`src/rtl/ahb_arb_pkg.sv`:
```
// ahb_arb_pkg: AHB transfer/burst encodings, arbiter states and burst length helper.
package ahb_arb_pkg;

    typedef enum logic [1:0] {IDLE, BUSY, NONSEQ, SEQ} htrans_e;

    typedef enum logic [2:0] {SINGLE, INCR, WRAP4, INCR4, WRAP8, INCR8, WRAP16, INCR16} hburst_e;

    typedef enum logic [2:0] {PARK, OWNED, BURST, LOCKED, LOCK_TAIL} arb_state_e;

    function automatic logic [3:0] burst_beats(hburst_e b);
        return (b == WRAP4  || b == INCR4)  ? 4'd3 :
               (b == WRAP8  || b == INCR8)  ? 4'd7 :
               (b == WRAP16 || b == INCR16) ? 4'd15 : 4'd0;
    endfunction

endpackage

```
`src/rtl/ahb_rr_picker.sv`:
```
// ahb_rr_picker: combinational one-hot picker, rotating from base+1 or fixed lowest-index.
module ahb_rr_picker #(
    parameter int N = 4,
    parameter int ROUND_ROBIN = 1,
    localparam int W = $clog2(N)
) (
    input  logic [N-1:0] req,
    input  logic [W-1:0] base,
    output logic [N-1:0] gnt,
    output logic         valid
);

    logic [W-1:0] k;

    always_comb begin
        gnt = '0;
        k   = '0;
        for (int i = 0; i < N; i++) begin
            k = (ROUND_ROBIN != 0) ? W'((int'(base) + i + 1) % N) : W'(i);
            if (req[k] && gnt == '0) gnt[k] = 1'b1;
        end
    end

    assign valid = |req;

endmodule

```
`src/rtl/ahb_param_arbiter.sv`:
```
// ahb_param_arbiter: AHB arbiter with default-master parking, burst and lock protection.
module ahb_param_arbiter
    import ahb_arb_pkg::*;
#(
    parameter int NUM_MASTERS = 4,
    parameter int DEFAULT_MASTER = 0,
    parameter int ROUND_ROBIN = 1,
    localparam int MW = $clog2(NUM_MASTERS)
) (
    input  logic                   HCLK,
    input  logic                   HRESET,
    input  logic [NUM_MASTERS-1:0] HBUSREQ,
    input  logic [NUM_MASTERS-1:0] HLOCK,
    input  logic [1:0]             HTRANS,
    input  logic [2:0]             HBURST,
    input  logic                   HREADY,
    output logic [NUM_MASTERS-1:0] HGRANT,
    output logic [MW-1:0]          HMASTER,
    output logic                   HMASTLOCK
);

    localparam logic [NUM_MASTERS-1:0] DEF_OH = {{(NUM_MASTERS-1){1'b0}}, 1'b1} << DEFAULT_MASTER;

    arb_state_e state, state_n;
    logic [3:0] cnt, cnt_n;
    logic [MW-1:0] ptr, gidx, widx;
    logic [NUM_MASTERS-1:0] pick, win_oh;
    logic any_req, arb_ok;

    ahb_rr_picker #(.N(NUM_MASTERS), .ROUND_ROBIN(ROUND_ROBIN)) u_pick (
        .req  (HBUSREQ),
        .base (ptr),
        .gnt  (pick),
        .valid(any_req)
    );

    assign win_oh = any_req ? pick : DEF_OH;

    always_comb begin
        gidx = '0;
        widx = '0;
        for (int i = 0; i < NUM_MASTERS; i++) begin
            if (HGRANT[i]) gidx = MW'(i);
            if (win_oh[i]) widx = MW'(i);
        end
    end

    // A NONSEQ opening a defined burst loads a nonzero count, so it never arbitrates
    always_comb begin
        cnt_n = HTRANS == NONSEQ ? burst_beats(hburst_e'(HBURST)) :
                (HTRANS == SEQ && cnt != 4'd0) ? cnt - 4'd1 : cnt;
        arb_ok = HREADY && state != LOCKED && state != LOCK_TAIL && cnt_n == 4'd0;
        state_n = state;
        if (HREADY)
            state_n = state == LOCKED    ? (HLOCK[gidx] ? LOCKED : LOCK_TAIL) :
                      state == LOCK_TAIL ? OWNED :
                      !arb_ok            ? BURST :
                      !any_req           ? PARK :
                      HLOCK[widx]        ? LOCKED : OWNED;
    end

    always_ff @(posedge HCLK) begin
        if (HRESET) begin
            state     <= PARK;
            cnt       <= '0;
            ptr       <= MW'(DEFAULT_MASTER);
            HGRANT    <= DEF_OH;
            HMASTER   <= MW'(DEFAULT_MASTER);
            HMASTLOCK <= 1'b0;
        end else if (HREADY) begin
            state     <= state_n;
            cnt       <= cnt_n;
            HMASTER   <= gidx;
            HMASTLOCK <= HLOCK[gidx];
            if (arb_ok) begin
                HGRANT <= win_oh;
                if (any_req) ptr <= widx;
            end
        end
    end

endmodule

```
`config.mk`:
```
export PLATFORM = sky130hd
export DESIGN_NAME = ahb_param_arbiter
export DESIGN_NICKNAME = d
export VERILOG_FILES = /design/src/rtl/ahb_arb_pkg.sv /design/src/rtl/ahb_rr_picker.sv /design/src/rtl/ahb_param_arbiter.sv
export SDC_FILE = /design/constraint.sdc
export NUM_CORES = 1
export LEC_CHECK = 0
export BUFFER_PORTS_ARGS = -buffer_cell sky130_fd_sc_hd__buf_4
export CAP_MARGIN = 20
export CELL_PAD_IN_SITES_DETAIL_PLACEMENT = 1
export CELL_PAD_IN_SITES_GLOBAL_PLACEMENT = 1
export CORE_ASPECT_RATIO = 1.25
export CORE_MARGIN = 2
export CORE_UTILIZATION = 35
export DETAILED_ROUTE_END_ITERATION = 7
export GPL_TIMING_DRIVEN = 0
export PLACE_DENSITY = 0.67
export SYNTH_ARGS = -nofsm -noshare
export SYNTH_HDL_FRONTEND = slang
export SYNTH_HIERARCHICAL = 1
export SYNTH_SLANG_ARGS = --single-unit
export TNS_END_PERCENT = 100
```
`constraint.sdc`:
```
create_clock -name HCLK -period 8.3 [get_ports HCLK]
set_clock_uncertainty 0.15 [all_clocks]
set_input_delay 0.83 -clock HCLK [delete_from_list [all_inputs] [get_ports HCLK]]
set_output_delay 0.83 -clock HCLK [all_outputs]
set_load 0.03 [all_outputs]
```
After elaboration in Yosys (flattened, before gate mapping)
Index checks and enable logic that the tools add are counted.

word-level totals
  register bits after elaboration = 16
  latch bits = 0
  memory bits (writable) = 0
  memory bits (read-only) = 0
  input port bits = 16
  output and inout port bits = 7
  logic and storage cells = 102
  memories kept = 0

operators by class
  $add $sub $neg = 7
  multipliers = 0
  divide/modulo/power cells = 0
  $lt $le $gt $ge = 10
  eq/ne operators = 12
  shifts and indexed selects = 0
  multiplexer cells = 42
  bitwise logic cells = 3
  reduce and logical (&&, ||, !) cells = 22

operator list
  cell                                                         number
  2-to-1 mux 4 bit                                             10
  less-than comparator 2 x 3 -> 1 bit (second input constant)  6
  zero test 4 bit                                              4
  2-to-1 mux 2 bit                                             8
  equality test 3 bit (second input constant)                  5
  binary-select mux 1 bit (select 2 bit)                       6
  2-to-1 mux 1 bit                                             12
  bitwise OR 4 bit                                             3
  logical AND 1 bit                                            11
  adder 2 bit (second input constant)                          5
  equality test 3 x 2 -> 1 bit (second input constant)         3
  demux 1 bit (select 2 bit)                                   4
  >= comparator 2 x 1 -> 1 bit (second input constant)         4
  2-to-1 mux 3 bit                                             2
  equality test 2 bit (second input constant)                  2
  nonzero test 4 bit                                           1
  OR reduction 4 bit                                           1
  subtractor 4 x 1 -> 4 bit (second input constant)            1
  logical OR 1 bit                                             3
  inequality test 3 x 2 -> 1 bit (second input constant)       1
  inequality test 3 bit (second input constant)                1
  AND reduction 3 bit                                          1
  adder 2 x 1 -> 2 bit (second input constant)                 1
  AND reduction 2 bit                                          1

Longest topological paths before layout
Gate-level depths: netlist of run 1.

  word-level depth = 26
  mapped depth = 13

By module
The synthesis of run 1 kept the hierarchy.

by module, submodules not included
  module             instances  cells each  area each (um2)  sequential area each (um2)
  ahb_param_arbiter  1          116         988.4            320.3
  ahb_rr_picker      1          67          590.6            0.0

Least setup slack after synthesis of run 1
OpenSTA, ideal clock, no wires.

  path type = register to register
  from = register ptr[0]
  to = register state[1]
  data arrival time = 3584 ps
  data required time = 8068 ps
  path slack = 4484 ps
  cell stages (with the launch flop) = 13
  buffers on the path = 1
  path through = dfxtp_1 -> inv_1 -> ha_1 -> mux4_2 -> buf_6 -> a221oi_1 -> o21ai_1 -> o41ai_1 -> nand2_1 -> o21ai_0 -> mux2i_1 -> or3b_2 -> o221ai_1

on the way
  elaborated cells between the ends (all ways) = 58

RTL lines
  item                                                                          line                     RTL
  from (decl)                                                                   ahb_param_arbiter.sv:26  logic [MW-1:0] ptr, gidx, widx;
  from (signal assigned)                                                        ahb_param_arbiter.sv:66  ptr <= MW'(DEFAULT_MASTER);
  from (signal assigned)                                                        ahb_param_arbiter.sv:77  if (any_req) ptr <= widx;
  branches (longest 14 deep; another with less-than comparator 2 x 3 -> 1 bit)  --
  2-to-1 mux 4 bit (*)                                                          ahb_rr_picker.sv:20      if (req[k] && gnt == '0) gnt[k] = 1'b1;
  via pick[2]                                                                   ahb_param_arbiter.sv:27  logic [NUM_MASTERS-1:0] pick, win_oh;
  2-to-1 mux 4 bit (*)                                                          ahb_param_arbiter.sv:37  assign win_oh = any_req ? pick : DEF_OH;
  2-to-1 mux 2 bit (*) (2 in series)                                            ahb_param_arbiter.sv:44  if (win_oh[i]) widx = MW'(i);
  binary-select mux 1 bit (select 2 bit) (*)                                    ahb_param_arbiter.sv:59  HLOCK[widx] ? LOCKED : OWNED;
  2-to-1 mux 1 bit (not written as such) (*)                                    ahb_param_arbiter.sv:59
  2-to-1 mux 2 bit (*)                                                          ahb_param_arbiter.sv:59
  2-to-1 mux 2 bit (*)                                                          ahb_param_arbiter.sv:58  !any_req ? PARK :
  2-to-1 mux 2 bit (*)                                                          ahb_param_arbiter.sv:57  !arb_ok ? BURST :
  2-to-1 mux 2 bit (*)                                                          ahb_param_arbiter.sv:56  state == LOCK_TAIL ? OWNED :
  2-to-1 mux 3 bit (*)                                                          ahb_param_arbiter.sv:55  state_n = state == LOCKED ? (HLOCK[gidx] ? LOCKED : LOCK_TAIL) :
  to (signal assigned)                                                          ahb_param_arbiter.sv:71  state <= state_n;
  to (decl)                                                                     ahb_param_arbiter.sv:24  arb_state_e state, state_n;

Mark *: on every way through the listed nets, which the timed path passes. The select of a mux whose other input is x is not followed.
A chain may end at the register's enable or synchronous reset.

Worst setup path in the final report of run 1
Ends and elaborated chain as after synthesis.

==> impl_metrics.env, run 1 <==
export IMPL_status="finished clean"
export IMPL_rsz0062_at_grt="no"
export IMPL_path_max_fanout=10
export IMPL_syn_cell_area_sq_mm=0.001579
export IMPL_min_path_type="reg -> reg"
export IMPL_irDropWorstVdd_v=0.00008337
export IMPL_maxSlewHeadroom_pct=49.34
export IMPL_postCtsSetupBuffers=0
export IMPL_routed_wl_mm=4.312
export IMPL_place_hpwl_mm=3.520
export IMPL_grt_remaining_overflow=0
export IMPL_seqPwrFrac_pct=31.8
export IMPL_syn_inst=183
export IMPL_detail_route_antenna_nets=0
export IMPL_drive_gt1_share_pct=22.82
export IMPL_drt_iter0_drc=61
export IMPL_crit_type="reg -> reg"
export IMPL_initial_core_util_pct=36.23
export IMPL_ctsHoldBuffers=0
export IMPL_root_buffer="clkbuf_8"
export IMPL_postPlaceCellArea_sq_mm=0.001794
export IMPL_cp_start_kind="flop"
export IMPL_vias_per_cell=5.784
export IMPL_max_stage_delay_ns=0.73
export IMPL_tritoncts="done"
export IMPL_drv_slew=0
export IMPL_antenna_cells=0
export IMPL_final_cells=264
export IMPL_synth_top_area_share_pct=20.29
export IMPL_cp_num_buf_inv=2
export IMPL_post_place_ws_ns=3.923
export IMPL_grt_pass1_wl_mm=7.376
export IMPL_critPathRequiredTime_ns=8.32
export IMPL_cts_sinks=16
export IMPL_clockBufferDepth=2
export IMPL_fin_crit_sh_pct=52.98
export IMPL_p_int_mw=0.1816
export IMPL_synth_area_leaders="dfxtp_1 20%, mux2i_1 7.6%, ha_1 7.1%"
export IMPL_grt_max_degree=11
export IMPL_core_area_sq_mm=0.004358
export IMPL_setup_viol=0
export IMPL_fin_area_sq_mm=0.001849
export IMPL_clkPwrFrac_pct=24.1
export IMPL_placed_cells=260
export IMPL_io_pins=23
export IMPL_post_cts_resized=0
export IMPL_port_buffers=19
export IMPL_worst_slack_ns=3.903
export IMPL_routed_via_count=1527
export IMPL_p_sw_mw=0.1073
export IMPL_post_route_drc_count=0
export IMPL_synth_edf_count=0
export IMPL_ys_types=64
export IMPL_synthArstFlopShare_pct=0
export IMPL_synth_nets=208
export IMPL_swShare_pct=37.14
export IMPL_fmax_ghz=0.2274
export IMPL_syn_to_final_growth_pct=17.12
export IMPL_groute_usage_overall_pct=18.00
export IMPL_max_cap_violations=0
export IMPL_grt_antenna_before_repair=0
export IMPL_finalSetupTns_ns=0
export IMPL_die_w_microns=64.08
export IMPL_yosys_warnings=6
export IMPL_tightest_slew_ns=0.7500
export IMPL_drtPass1Iterations=4
export IMPL_num_rows=27
export IMPL_path_cells="inv_1 -> ha_1 -> mux4_2 -> buf_6 -> a221oi_1 -> o21ai_1 -> o41ai_1 -> nand2_1 -> o21ai_0 -> mux2i_1 -> or3b_2 -> o221ai_1"
export IMPL_yosysSeqAreaShare_pct=20.29
export IMPL_total_power_mw=0.2888
export IMPL_end_kind="flop"
export IMPL_critical_path_arrival_ns=4.42
export IMPL_critPathTopFamily="compound AO/OA/AOI/OAI gates"
export IMPL_synth_seq_cells=16
export IMPL_clk_pin_slew_ns=0.07
export IMPL_htree_levels=1
export IMPL_wl_per_cell_microns=16.33
export IMPL_synth_main_ff_cell="dfxtp_1"
export IMPL_yosys_top_cells_count="16 x dfxtp_1, 16 x nor2_1, 12 x inv_1, 12 x mux2i_1, 12 x nand2_1"
export IMPL_hold_viol_final=0
export IMPL_clk_latency_ns=0.25
export IMPL_first_global_vias=1578
export IMPL_synth_top_cell_by_area="dfxtp_1"
export IMPL_die_h_microns=79.10
export IMPL_critPathSlowestCell="o41ai_1"
export IMPL_gp_congestion=0.8938
export IMPL_fp_dieArea_sq_mm=0.005068
export IMPL_p_per_area_mw_per_mm2=156.2
export IMPL_final_min_clock_period_ns=4.397
export IMPL_syn_avg_cell_area_sq_um=8.628
export IMPL_comb_power_share_pct=44.1
export IMPL_cts_buffers=3
export IMPL_p_leak_nw=0.7156
export IMPL_final_nets=232
## worst reg2reg max path, delay by kind of cell, from the launching register on
family | cells | cell delay [ns]
AOI/OAI and AO/OA | 5 | 1.54
adders and majority gates | 1 | 0.38
buffers and inverters | 2 | 0.39
DFF | 1 | 0.56
muxes | 2 | 0.71
and+or+nand+nor | 2 | 0.57
## flip-flops by register name, indices dropped and copies added, names as in the netlist
signal / flops
HGRANT: 4
HMASTER: 2
HMASTLOCK: 1
cnt: 4
ptr: 2
state: 3
## routing by layer
| layer | wire [microns] | global-route usage (%) | up-vias |
|---|---|---|---|
| li1 | - | - | 748 |
| met1 | 1699 | 19.18 | 749 |
| met2 | 2449 | 36.25 | 22 |
| met3 | 75 | 1.700 | 8 |
| met4 | 87 | 5.435 | 0 |
| met5 | 0 | 0 | - |
## cells by family after synthesis
kind of cell | after synthesis | synth area share [%]
compound gates | 58 | 30.03
fa+ha+maj | 9 | 7.132
buf+inv | 20 | 6.577
flops | 16 | 20.29
mux | 16 | 12.12
simple gates | 64 | 23.85
## power by group through the flow
stage | Clock [mW] | Combinational [mW] | Sequential, mW
2_1_floorplan | 0 | 0.0907 | 0.0961
3_3_place_gp | 0 | 0.122 | 0.0929
3_5_place_dp | 0 | 0.127 | 0.0933
4_1_cts | 0.0720 | 0.128 | 0.0918
5_1_grt | 0.0772 | 0.141 | 0.0930
6_report | 0.0695 | 0.127 | 0.0919
## metrics by stage
stage | hold WS [ns] | utilization (%)
floorplan | 0.3207 | -
global placement | 0.3229 | 41.17
detailed placement | 0.3344 | 41.17
CTS | 0.3438 | 42.43
global route | 0.3712 | 42.43
finish | 0.3416 | 42.43
## cell type report
cell class                 count  area (sq um)
clock buffer                   4         55.05
timing repair buffer          19         142.6
sequential                    16         320.3
inverter                      12         45.04
multi-input combinational    147          1155
buffer                         8         58.81
tap                           58         72.57
fill                         528          2509
## worst paths after layout
kind / from / end / slack (ns) / depth (start not counted)
worst max register to register: ptr[0] / state[1] / 3.90 / 12
worst min register to register: HMASTER[1] / HMASTER[1] / 0.34 / 2
worst min-delay path: HMASTER[1] / HMASTER[1] / 0.34 / 2
worst max-delay path: ptr[0] / state[1] / 3.90 / 12
## cells in the final DEF, fill, tap and decap left out, types with 5 or more instances in the layout
master,instances
a211oi_1,6
a21oi_1,7
buf_4,20
dfxtp_1,16
ha_1,9
inv_1,12
mux2i_1,12
nand2_1,12
nand2b_1,8
nor2_1,16
nor2b_1,5
o21ai_0,7
Power figures use the tool's default switching activity.
==> run 2, diff against run 1 <==
--- a/config.mk
+++ b/config.mk
@@ -14,7 +14,7 @@
 export CORE_UTILIZATION = 35
 export DETAILED_ROUTE_END_ITERATION = 7
 export GPL_TIMING_DRIVEN = 0
-export PLACE_DENSITY = 0.67
+export PLACE_DENSITY = 0.7
 export SYNTH_ARGS = -nofsm -noshare
 export SYNTH_HDL_FRONTEND = slang
 export SYNTH_HIERARCHICAL = 1
==> constraint.sdc (replaced) <==
create_clock -name HCLK -period 3.95 [get_ports HCLK]
set_clock_uncertainty 0.15 [all_clocks]
set_input_delay 0.395 -clock HCLK [delete_from_list [all_inputs] [get_ports HCLK]]
set_output_delay 0.395 -clock HCLK [all_outputs]
set_load 0.03 [all_outputs]
==> run 2 against run 1 <==
Effect of this change: routed wire length is 11% higher; highest routed layer unchanged; cell count is 1.9% higher; sequential power is 110% higher; clock-buffer cell count stayed put; core utilization is 3.5 points higher; first-iteration DRC count is 20% lower; die area stayed put; critical path depth stayed put.
==> impl_metrics.env, run 2 (synthesis gave the netlist of run 1 again) <==
export IMPL_cts_sinks=16
export IMPL_die_h_microns=79.10
export IMPL_grt_max_degree=11
export IMPL_r2r_cells=12
export IMPL_critPathRequiredTime_ns=3.97
export IMPL_fp_dieArea_sq_mm=0.005068
export IMPL_hold_viol_final=0
export IMPL_core_area_sq_mm=0.004358
export IMPL_critical_path_arrival_ns=3.77
export IMPL_post_place_ws_ns=-0.3724
export IMPL_min_path_type="in -> reg"
export IMPL_max_stage_delay_ns=0.65
export IMPL_clockBufferDepth=2
export IMPL_grt_antenna_before_repair=0
export IMPL_drive_gt1_share_pct=28.44
export IMPL_grt_remaining_overflow=0
export IMPL_reg2reg_slack_ns=0.20
export IMPL_fin_crit_sh_pct=94.90
export IMPL_p_leak_nw=0.7676
export IMPL_final_cells=269
export IMPL_num_rows=27
export IMPL_path_cells="inv_1 -> ha_1 -> mux4_2 -> nor3_4 -> nand4b_1 -> nand4_1 -> o41ai_4 -> nand2_1 -> o21ai_0 -> mux2i_1 -> or3b_2 -> o221ai_1"
export IMPL_maxSlewHeadroom_pct=30.46
export IMPL_place_hpwl_mm=3.628
export IMPL_min_path_cells=3
export IMPL_die_w_microns=64.08
export IMPL_antenna_cells=0
export IMPL_path_max_fanout=8
export IMPL_reg_largest_list="HGRANT x4, cnt x4, state x3"
export IMPL_critPathTopFamily="simple AND/OR/NAND/NOR gates"
export IMPL_clk_pin_slew_ns=0.07
export IMPL_placed_cells=260
export IMPL_cts_buffers=3
export IMPL_hold_start="HREADY"
export IMPL_tritoncts="done"
export IMPL_initial_core_util_pct=36.23
export IMPL_routed_wl_mm=4.791
export IMPL_port_buffers=19
export IMPL_htree_levels=1
export IMPL_final_nets=237
export IMPL_irDropWorstVdd_v=0.0001617
export IMPL_finalSetupTns_ns=0
export IMPL_io_pins=23
export IMPL_drtPass1Iterations=6
export IMPL_detail_route_antenna_nets=0
export IMPL_vias_per_cell=5.836
export IMPL_cp_num_buf_inv=1
export IMPL_post_route_drc_count=0
export IMPL_reg2reg_from="ptr[1]"
export IMPL_max_cap_violations=0
export IMPL_crit_type="reg -> reg"
export IMPL_ctsHoldBuffers=0
export IMPL_grt_pass1_wl_mm=7.472
export IMPL_gp_congestion=0.8516
export IMPL_wl_per_cell_microns=17.81
export IMPL_critPathSlowestCell="mux4_2"
export IMPL_drv_slew=0
export IMPL_groute_usage_overall_pct=18.23
export IMPL_fmax_ghz=0.2668
export IMPL_status="finished clean"
export IMPL_setup_viol=0
export IMPL_routed_via_count=1570
export IMPL_final_cell_mix="25 x buf_4, 16 x nor2_1, 14 x dfxtp_1"
export IMPL_syn_to_final_growth_pct=26.78
export IMPL_drt_iter0_drc=49
export IMPL_final_common_cell="buf_4"
export IMPL_tightest_slew_ns=1.032
export IMPL_first_global_vias=1640
export IMPL_final_core_util_pct=45.94
export IMPL_final_min_clock_period_ns=3.749
export IMPL_cp_start_kind="flop"
export IMPL_root_buffer="clkbuf_8"
export IMPL_end_kind="flop"
export IMPL_clk_latency_ns=0.25
export IMPL_worst_slack_ns=0.2013
export IMPL_whs_endpoint="cnt[3]"
export IMPL_rr_endpoint="state[1]"
export IMPL_p_per_area_mw_per_mm2=331.7
==> run 2: cell count changes in the layout (fill, tap and decap cells not counted), sizes merged <==
cell,before,now
buf,25,30
clkinvlp,0,1
inv,12,11
==> run 2: worst max path at each step <==
stage / startpoint / end / slack (ns) / cells past startpoint
after detailed placement: ptr[0] / state[1] / -0.37 / 12
after floorplan: ptr[0] / state[1] / 0.13 / 12
final: ptr[1] / state[1] / 0.20 / 12
after CTS: ptr[1] / state[1] / 0.006 / 13
after global routing: ptr[0] / state[1] / -0.02 / 13
after global placement: ptr[0] / state[1] / -0.33 / 12
==> run 2: stage by stage <==
step	cell area, sq um	hold slack, ns	power [mW]
after floorplan	1579	0.3207	0.3925
after global placement	1794	0.3219	0.4509
after detailed placement	1794	0.3368	0.4670
after CTS	1869	0.3291	0.6262
after global routing	2002	0.3411	0.7068
final	2002	0.3272	0.6640
==> run 2: repair_timing <==
item,CTS,global route
buffers inserted,0,5
resized for setup,3,16
pin swaps,0,1
setup endpoints to repair,1,1
==> run 2: layer usage <==
layer,track usage (%),wire [microns]
met1,18.55,1836
met2,38.02,2833
met3,1.700,54
met4,5.000,66
met5,0,0
==> run 2: area by class of cell <==
class | instances | area (sq um)
fillers | 519 | 2356
multi-input cells | 147 | 1259
flip-flops and latches | 16 | 327.8
repair buffers | 24 | 180.2
well taps | 58 | 72.57
plain buffers | 8 | 58.81
clock buffers | 4 | 55.05
inverters | 12 | 48.80
==> run 2: report_power, final <==
part           total (mW)  switching (mW)  internal [mW]  leakage [nW]
Combinational       0.325           0.184          0.141         0.606
Sequential          0.192          0.0173          0.175         0.133
Clock               0.146          0.0578         0.0884        0.0288
==> run 2: worst min-delay path: cells and delay by family <==
family          cells  cell delay [ns]
compound gates      1             0.06
buf+inv             1             0.12
simple gates        1             0.11
==> run 3, diff against run 2 <==
--- a/config.mk
+++ b/config.mk
@@ -5,6 +5,7 @@
 export SDC_FILE = /design/constraint.sdc
 export NUM_CORES = 1
 export LEC_CHECK = 0
+export ABC_AREA = 1
 export BUFFER_PORTS_ARGS = -buffer_cell sky130_fd_sc_hd__buf_4
 export CAP_MARGIN = 20
 export CELL_PAD_IN_SITES_DETAIL_PLACEMENT = 1
@@ -13,8 +14,8 @@
 export CORE_MARGIN = 2
 export CORE_UTILIZATION = 35
 export DETAILED_ROUTE_END_ITERATION = 7
-export GPL_TIMING_DRIVEN = 0
-export PLACE_DENSITY = 0.7
+export GPL_TIMING_DRIVEN = 1
+export PLACE_DENSITY = 0.74
 export SYNTH_ARGS = -nofsm -noshare
 export SYNTH_HDL_FRONTEND = slang
 export SYNTH_HIERARCHICAL = 1
==> run 3 against run 2 <==
Effect of this change: synthesized cell count rose by 27%; clock-buffer cell count did not move; area after synthesis is 4.5% lower; routed wire length is 23% lower; design area shrank 11%; first-iteration DRC count is 27% lower.
==> impl_metrics.env, run 3 <==
export IMPL_critPathRequiredTime_ns=3.99
export IMPL_gp_congestion=0.7787
export IMPL_cp_start_kind="flop"
export IMPL_reg_largest_list="HGRANT x4, cnt x4, state x3"
export IMPL_core_area_sq_mm=0.004099
export IMPL_yosys_top_cells_count="55 x nand2_1, 33 x inv_1, 26 x nand3_1, 16 x dfxtp_1, 14 x o21ai_0"
export IMPL_wl_per_cell_microns=11.90
export IMPL_final_cells=310
export IMPL_hold_viol_final=0
export IMPL_grt_antenna_before_repair=0
export IMPL_synth_nets=257
export IMPL_fin_area_sq_mm=0.001775
export IMPL_post_route_drc_count=0
export IMPL_grt_remaining_overflow=0
export IMPL_num_rows=26
export IMPL_clkPwrFrac_pct=24.4
export IMPL_wl_met1_mm=1.635
export IMPL_critical_path_arrival_ns=3.50
export IMPL_fmax_ghz=0.2887
export IMPL_critPathTopFamily="simple AND/OR/NAND/NOR gates"
export IMPL_cts_buffers=3
export IMPL_synth_top_area_share_pct=21.24
export IMPL_crit_type="reg -> reg"
export IMPL_final_common_cell="nand2_1"
export IMPL_multi_input_area_sq_mm=0.001013
export IMPL_drtPass1Iterations=4
export IMPL_clk_latency_ns=0.25
export IMPL_post_cts_resized=0
export IMPL_port_buffers=21
export IMPL_placed_cells=306
export IMPL_register_area_sq_um=320.3
export IMPL_dr_max_layer_used="met4"
export IMPL_synthArstFlopShare_pct=0
export IMPL_synth_area_leaders="dfxtp_1 21%, nand2_1 14%, nand3_1 8.6%"
export IMPL_final_cell_mix="55 x nand2_1, 33 x inv_1, 26 x nand3_1"
export IMPL_synth_seq_cells=16
export IMPL_wl_met2_mm=1.939
export IMPL_io_pins=23
export IMPL_groute_usage_overall_pct=16.33
export IMPL_nFillCells=586
export IMPL_root_buffer="clkbuf_8"
export IMPL_cp_num_buf_inv=2
export IMPL_yosysSeqAreaShare_pct=21.24
export IMPL_rsz0062_at_grt="no"
export IMPL_final_nets=280
export IMPL_cp_common_cell="nand2_1"
export IMPL_place_hpwl_mm=3.092
export IMPL_final_min_clock_period_ns=3.464
export IMPL_detail_route_antenna_nets=0
export IMPL_die_h_microns=77.38
export IMPL_fin_crit_sh_pct=87.69
export IMPL_yosys_warnings=6
export IMPL_path_max_fanout=10
export IMPL_path_cells="inv_2 -> ha_1 -> inv_1 -> nand3_1 -> nand2_4 -> o31ai_4 -> nand3_1 -> nand2_2 -> nor2_2 -> nand3_1 -> nand2_2 -> nor2_2 -> nand3_1 -> nand2_1 -> o21ai_2 -> nand2_1 -> o21ai_0 -> nand2_1 -> o21ai_0 -> nand2_1 -> nand2_1 -> nand2_1 -> a21oi_2"
export IMPL_drv_slew=0
export IMPL_wl_met3_microns=83
export IMPL_post_place_ws_ns=0.5094
export IMPL_yosysMostFrequentCell="nand2_1"
export IMPL_maxSlewHeadroom_pct=69.11
export IMPL_htree_levels=1
export IMPL_max_stage_delay_ns=0.55
export IMPL_tritoncts="done"
export IMPL_finalSetupTns_ns=0
export IMPL_irDropWorstVdd_v=0.0001467
export IMPL_drive_gt1_share_pct=28.74
export IMPL_first_global_vias=1508
export IMPL_clk_pin_slew_ns=0.07
export IMPL_ys_types=27
export IMPL_synth_main_ff_cell="dfxtp_1"
export IMPL_routed_wl_mm=3.688
export IMPL_postPlaceCellArea_sq_mm=0.001720
export IMPL_min_path_type="in -> reg"
export IMPL_p_int_mw=0.3596
export IMPL_initial_core_util_pct=36.78
export IMPL_syn_inst=232
export IMPL_final_core_util_pct=43.32
export IMPL_syn_to_final_growth_pct=17.76
export IMPL_fp_dieArea_sq_mm=0.004852
export IMPL_vias_per_cell=4.881
export IMPL_max_cap_violations=0
export IMPL_end_kind="flop"
export IMPL_status="finished clean"
export IMPL_synth_edf_count=0
export IMPL_whs_ns=0.2568
export IMPL_swShare_pct=41.18
export IMPL_grt_pass1_wl_mm=6.575
export IMPL_synth_top_cell_by_area="dfxtp_1"
export IMPL_comb_power_share_pct=45.4
export IMPL_cts_sinks=16
export IMPL_postCtsSetupBuffers=0
export IMPL_grt_max_degree=12
export IMPL_tightest_slew_ns=0.4620
export IMPL_ctsHoldBuffers=0
export IMPL_p_leak_nw=0.9037
export IMPL_drt_iter0_drc=36
export IMPL_worst_slack_ns=0.4862
export IMPL_seqPwrFrac_pct=30.2
export IMPL_clockBufferDepth=2
export IMPL_syn_cell_area_sq_mm=0.001508
export IMPL_die_w_microns=62.71
export IMPL_critPathSlowestCell="dfxtp_1"
export IMPL_p_per_area_mw_per_mm2=344.3
export IMPL_p_sw_mw=0.2517
export IMPL_routed_via_count=1513
export IMPL_setup_viol=0
export IMPL_antenna_cells=0
export IMPL_syn_avg_cell_area_sq_um=6.499
export IMPL_total_power_mw=0.6113
[run 3: changes by cell type in the layout (fill, tap and decap cells not counted), sizes merged, moves of 4 or more]
cell	change
a211oi	-6
a21oi	+5
buf	-9
inv	+29
mux2i	-12
nand2	+57
nand2b	-8
nand3	+33
nor2	+4
nor2b	-5
o21a	-4
o21ai	+10
o41ai	-5
[run 3: cell families after synthesis]
family	count (synthesis)	synth area share, %
AO/OA/AOI/OAI	36	15.85
AND/OR/NAND/NOR	127	43.90
flip-flops	16	21.24
buffers and inverters	44	11.54
adder cells (fa/ha/maj)	9	7.469
[run 3: power groups by stage]
stage / clock, mW / combinational, mW / sequential, mW
after floorplan: 0 / 0.204 / 0.197
after global placement: 0 / 0.274 / 0.188
after detailed placement: 0 / 0.279 / 0.189
after CTS: 0.154 / 0.281 / 0.185
after global routing: 0.158 / 0.320 / 0.187
final: 0.149 / 0.277 / 0.185
[run 3: final cells by class]
cell class / count / share of cell area, %
clock buffers: 4 / 3.101
well taps: 56 / 3.946
repair buffers: 21 / 8.879
multi-input cells: 172 / 57.08
inverters: 41 / 8.950
flip-flops and latches: 16 / 18.04
[run 3: path summary, 6_finish.rpt]
path	from	end	slack, ns	depth (start not counted)
max	ptr[0]	state[1]	0.49	23
min	HREADY	HMASTER[1]	0.26	2
max reg2reg	ptr[0]	state[1]	0.49	23
min reg2reg	HGRANT[1]	HGRANT[1]	0.33	2
[run 3: metal layers]
| metal | GRT usage, % | vias to the layer above |
|---|---|---|
| met5 | 0 | - |
| met4 | 3.778 | 0 |
| met3 | 2.754 | 5 |
| met2 | 30.11 | 16 |
| met1 | 19.59 | 710 |
| li1 | - | 782 |
